==> config.mk <==
export PLATFORM = sky130hd
export DESIGN_NAME = timer_flat
export DESIGN_NICKNAME = d
export VERILOG_FILES = /design/src/rtl/timer_if.sv /design/src/rtl/timer.sv /design/src/flat_wrapper.sv
export SDC_FILE = /design/constraint.sdc
export NUM_CORES = 1
export LEC_CHECK = 0
export BUFFER_PORTS_ARGS = -buffer_cell sky130_fd_sc_hd__buf_2
export CAP_MARGIN = 20
export CORE_UTILIZATION = 61
export DETAILED_ROUTE_END_ITERATION = 12
export PLACE_DENSITY_LB_ADDON = 0.05
export REMOVE_ABC_BUFFERS = 1
export SYNTH_ARGS = -nofsm -noshare
export SYNTH_HDL_FRONTEND = slang
export SYNTH_SLANG_ARGS = --single-unit
==> constraint.sdc <==
create_clock -name clock -period 2.78 [get_ports clock]
set_input_delay 0.139 -clock clock [delete_from_list [all_inputs] [get_ports clock]]
set_output_delay 0.139 -clock clock [all_outputs]
set_load 0.01 [all_outputs]
==> src/rtl/timer_if.sv <==
// CPU byte-bus view of the timer registers (DIV/TIMA/TMA/TAC) plus the interrupt line.
// With TIMER_IRQ_HOLD_EN defined, the bus also carries irq_ack.
interface timer_if;
  logic [1:0] addr;
  logic       wr_en;
  logic [7:0] wr_data;
  logic [7:0] rd_data;
  logic       irq;
`ifdef TIMER_IRQ_HOLD_EN
  logic       irq_ack;
`endif

  modport master (
`ifdef TIMER_IRQ_HOLD_EN
    output irq_ack,
`endif
    output addr, wr_en, wr_data,
    input  rd_data, irq
  );

  modport slave (
`ifdef TIMER_IRQ_HOLD_EN
    input  irq_ack,
`endif
    input  addr, wr_en, wr_data,
    output rd_data, irq
  );
endinterface

==> src/rtl/timer.sv <==
// Game Boy timer: prescales the divider tick into DIV and TIMA, raises irq on TIMA overflow.
// Define TIMER_IRQ_HOLD_EN to make irq a sticky level cleared by irq_ack.
module timer #(
  parameter int unsigned DIV_TICKS = 16
) (
  input logic    clock,
  input logic    reset,
  input logic    tick,
  timer_if.slave bus
);

  localparam logic [5:0] DivMask = 6'(DIV_TICKS - 1);

  logic [5:0] pre_q, pre_d;
  logic [7:0] div_q, div_d;
  logic [7:0] tima_q, tima_d;
  logic [7:0] tma_q, tma_d;
  logic [2:0] tac_q, tac_d;
  logic       irq_q, irq_d;

  logic wr_div, wr_tima, wr_tma, wr_tac;
  logic rate_hit, tima_inc, overflow;

  always_comb begin
    wr_div  = bus.wr_en && (bus.addr == 2'd0);
    wr_tima = bus.wr_en && (bus.addr == 2'd1);
    wr_tma  = bus.wr_en && (bus.addr == 2'd2);
    wr_tac  = bus.wr_en && (bus.addr == 2'd3);

    // Rate select looks at the prescaler before this tick's increment.
    unique case (tac_q[1:0])
      2'b00:   rate_hit = (pre_q == 6'd63);
      2'b01:   rate_hit = 1'b1;
      2'b10:   rate_hit = (pre_q[1:0] == 2'd3);
      default: rate_hit = (pre_q[3:0] == 4'd15);
    endcase
    tima_inc = tick && tac_q[2] && rate_hit;

    pre_d = pre_q;
    div_d = div_q;
    if (wr_div) begin
      pre_d = '0;
      div_d = '0;
    end else if (tick) begin
      pre_d = pre_q + 6'd1;
      if ((pre_q & DivMask) == DivMask) div_d = div_q + 8'd1;
    end

    tma_d = wr_tma ? bus.wr_data : tma_q;
    tac_d = wr_tac ? bus.wr_data[2:0] : tac_q;

    // A CPU write to TIMA beats a same-cycle increment and suppresses overflow.
    overflow = 1'b0;
    tima_d   = tima_q;
    if (wr_tima) begin
      tima_d = bus.wr_data;
    end else if (tima_inc) begin
      if (tima_q == 8'hff) begin
        tima_d   = tma_d;
        overflow = 1'b1;
      end else begin
        tima_d = tima_q + 8'd1;
      end
    end

`ifdef TIMER_IRQ_HOLD_EN
    irq_d = overflow || (irq_q && !bus.irq_ack);
`else
    irq_d = overflow;
`endif
  end

  always_ff @(posedge clock) begin
    if (!reset) begin
      pre_q  <= '0;
      div_q  <= '0;
      tima_q <= '0;
      tma_q  <= '0;
      tac_q  <= '0;
      irq_q  <= 1'b0;
    end else begin
      pre_q  <= pre_d;
      div_q  <= div_d;
      tima_q <= tima_d;
      tma_q  <= tma_d;
      tac_q  <= tac_d;
      irq_q  <= irq_d;
    end
  end

  always_comb begin
    unique case (bus.addr)
      2'd0:    bus.rd_data = div_q;
      2'd1:    bus.rd_data = tima_q;
      2'd2:    bus.rd_data = tma_q;
      default: bus.rd_data = {5'b11111, tac_q};
    endcase
  end

  assign bus.irq = irq_q;

endmodule

==> src/flat_wrapper.sv <==
// flat-port wrapper written by rule: the top's interface ports become plain ports
module timer_flat 
#(
  parameter int unsigned DIV_TICKS = 16
)
  (clock, reset, tick, bus_addr, bus_wr_en, bus_wr_data, bus_rd_data, bus_irq);
  timer_if bus_i ();
  input logic clock;
  input logic reset;
  input logic tick;
  input wire logic [$bits(bus_i.addr)-1:0] bus_addr;
  input wire logic [$bits(bus_i.wr_en)-1:0] bus_wr_en;
  input wire logic [$bits(bus_i.wr_data)-1:0] bus_wr_data;
  output wire logic [$bits(bus_i.rd_data)-1:0] bus_rd_data;
  output wire logic [$bits(bus_i.irq)-1:0] bus_irq;
  assign bus_i.addr = bus_addr;
  assign bus_i.wr_en = bus_wr_en;
  assign bus_i.wr_data = bus_wr_data;
  assign bus_rd_data = bus_i.rd_data;
  assign bus_irq = bus_i.irq;
  timer #(.DIV_TICKS(DIV_TICKS)) u_core (.clock(clock), .reset(reset), .tick(tick), .bus(bus_i));
endmodule
==> metrics.md <==
| Metric | Value |
|---|---|
| # clock sinks | 34 |
| TritonCTS clock tree | yes |
| Slew HR | a little under two fifths |
| Vias in the first global route | 1,459 |
| # Max-Cap Violations | 0 |
| Hold Crit Class | in2reg |
| WS Path Type | reg2reg |
| Layout cells sized above 1 | 14.6% |
| Critical path data arrival time | around 2.0 ns |
| Via count | approximately 1,500 |
| Post-synth EDFFs | 0 |
| Post-Syn Instances | between 150 and 200 |
| Area share of the largest cell type after synthesis | about two fifths |
| Die Wd | approximately 56 um |
| Worst vdd rail ir drop | 324 uV |
| Clock root buffer | clkbuf_4 |
| Final slew viol count | 0 |
| Final nets | 230 |
| CP max stage delay | about 0.45 ns |
| Final setup fails | 0 |
| Slowest CP cell | o211a_1 |
| Area contributors post-synth | dfxtp_1, mux2i_1, nor2_1 |
| Final setup TNS | 0 ns |
| Final Power | 0.849 mW |
| Clock buffer depth | 2 |
| Tmin final | 1.73 ns |
| Initial DRT Pass Iterations | 4 |
| Worst-path maximum fanout | 11 |
| Commonest cells post-synth | dfxtp_1, nor2_1, mux2i_1 |
| Area grow syn2layout | 8.32% |
| I/O Buffers | 22 |
| Seq cells post-synth | 34 |
| Post-synth cell types | 36 |
| Clock-pin slew on the worst setup and hold paths | ~0.1 ns |
| Detailed Place HPWL | ~2900 um |
| Leak | 0.847 nW |
| Share of flip-flops with an asynchronous set or reset | 0% |
| Setup Skew | 0.00831 ns |
| P per Cell Area | 442 mW/mm^2 |
| Seq/Total Area, Yosys | 38.4% |
| DR WL/cell | 15.7 um |
| Placed cells | 237 |
| Area leader, netlist | dfxtp_1 |
| CP delay by family, top | compound AO/OA/AOI/OAI gates |
| H-tree Lvls | 2 |
| Initial antenna violation count | 0 |
| Synth Flop Type | dfxtp_1 |
| Core region area | between 0.002 and 0.003 mm^2 |
| DRC Markers | 0 |
| Top-count cell post-synth | dfxtp_1 |
| Post-route ant nets | 0 |
| Initial core utilization | 64.3% |
| Hold Vio Cnt, Final | 0 |
| CP endpoint kind | flop |
| CP Data Required Time | between 3 and 4 ns |
| Initial DRC Count | 99 |
| Rows | 19 |
| GP Congestion | 0.853 |
| Mapped cell area | 0.00177 mm^2 |
| Clk Latency, worst-skew pair | between 0.3 and 0.4 ns |
| Worst slew pin tran | ~0.93 ns |
| Outcome | finished, final reports clean |
| Finished Layout Cells | 244 |
| Gr ovfl total | 0 |
| Routed WL | 3830 um |
| Setup bufs post-CTS | 0 |
| Die Ht | 55.9 um |
| Post-CTS resize count | 0 |
| First-pass GRT wire length | 6700 um |
| CTS buffer count | 5 |
| Die footprint | approximately 0.0031 mm^2 |
| Yosys warnings | 0 |
| Setup repair after global routing missed its margin | no |
| Cts hold-fix bufs | 0 |
| Fmax | 0.577 GHz |
| IO Count | 23 |
| Critical path startpoint category | flop |
| Critical path buffer and inverter count | 0 |
| Critical-path cell list | ha_1, nand4b_1, nor2_1, o211a_1, nand3_2, o211ai_1 |
| DR vias/cell | 6.01 |
| Antenna cells | 0 |
| Gr usage total | 27.8% |
| Pin count of the biggest net entering global routing | 15 |
| Fin crit share | 62.4% |
| Syn avg cell area | 9.19 um^2 |
[sequential cells by signal, indices dropped and copies added, names as in the netlist]
name	flops
u_core.tac_q	3
u_core.tma_q	8
u_core.div_q	8
u_core.tima_q	8
u_core.pre_q	6
u_core.bus.irq	1
[per-layer routing]
metal / up-vias / wire length, um / track usage, %
met3: 9 / 185 / 6.28
met4: 0 / 72 / 12.5
li1: 731 / - / -
met2: 41 / 1900 / 44.9
met1: 685 / 1680 / 35.7
met5: - / 0 / 0
[layout make-up]
type                            instances  area [um^2]
Timing Repair Buffer                   22          110
Sequential cell                        34          681
Clock buffer                            7         45.0
Inverter                                1         3.75
Multi-Input combinational cell        149         1040
Fill cell                             220          836
Tap cell                               31         38.8
[power by group]
| group | switching, mW | internal (mW) | total (mW) |
|---|---|---|---|
| Clock | 0.151 | 0.0952 | 0.246 |
| Combinational | 0.0496 | 0.0402 | 0.0898 |
| Sequential | 0.0139 | 0.499 | 0.513 |
| Total | 0.214 | 0.635 | 0.849 |
[tightest hold or removal path, stage by stage]
cell and delay (ns):
buf_2 0.09, nand2_1 0.04, o21ai_1 0.06
[final timing paths]
check	depth (start not counted)	from	to	slack, ns
max	6	u_core.pre_q[0]	u_core.tima_q[1]	1.05
min reg2reg	2	u_core.pre_q[5]	u_core.pre_q[5]	0.51
min	3	bus_wr_data[4]	u_core.tima_q[4]	0.02
max reg2reg	6	u_core.pre_q[0]	u_core.tima_q[1]	1.05
[logic make-up after synthesis]
| logic type | Yosys count | share of synthesized area (%) |
|---|---|---|
| mux | 27 | 17.9 |
| buf+inv | 10 | 2.82 |
| xor+xnor | 15 | 7.41 |
| simple gates | 74 | 20.3 |
| flops | 34 | 38.4 |
| compound gates | 30 | 11.1 |
| fa+ha+maj | 3 | 2.12 |
[stage by stage]
stage | util [%] | hold slack (ns) | area [um^2] | setup slack (ns)
after floorplan | - | 0.254 | 1730 | 1.29
after global placement | 68.1 | 0.354 | 1880 | 1.13
after detailed placement | 68.1 | 0.362 | 1880 | 1.07
after CTS | 69.7 | 0.0145 | 1920 | 1.05
after global routing | 69.7 | 0.0373 | 1920 | 0.938
final | 69.7 | 0.0167 | 1920 | 1.05
[layout by cell type, fill, tap and decap left out, types with 4 or more instances in the layout]
master,synthesis,routed
clkbuf_4,0,5
a21oi_1,6,6
o21ai_1,9,9
nor2_1,32,32
dfxtp_1,34,34
nand4_1,4,4
nand3_1,10,10
mux2_1,5,5
mux2i_1,19,19
buf_2,4,22
o22a_1,5,5
xor2_1,12,12
nand2_1,15,15
No activity file was read; power rests on OpenSTA's default activity.
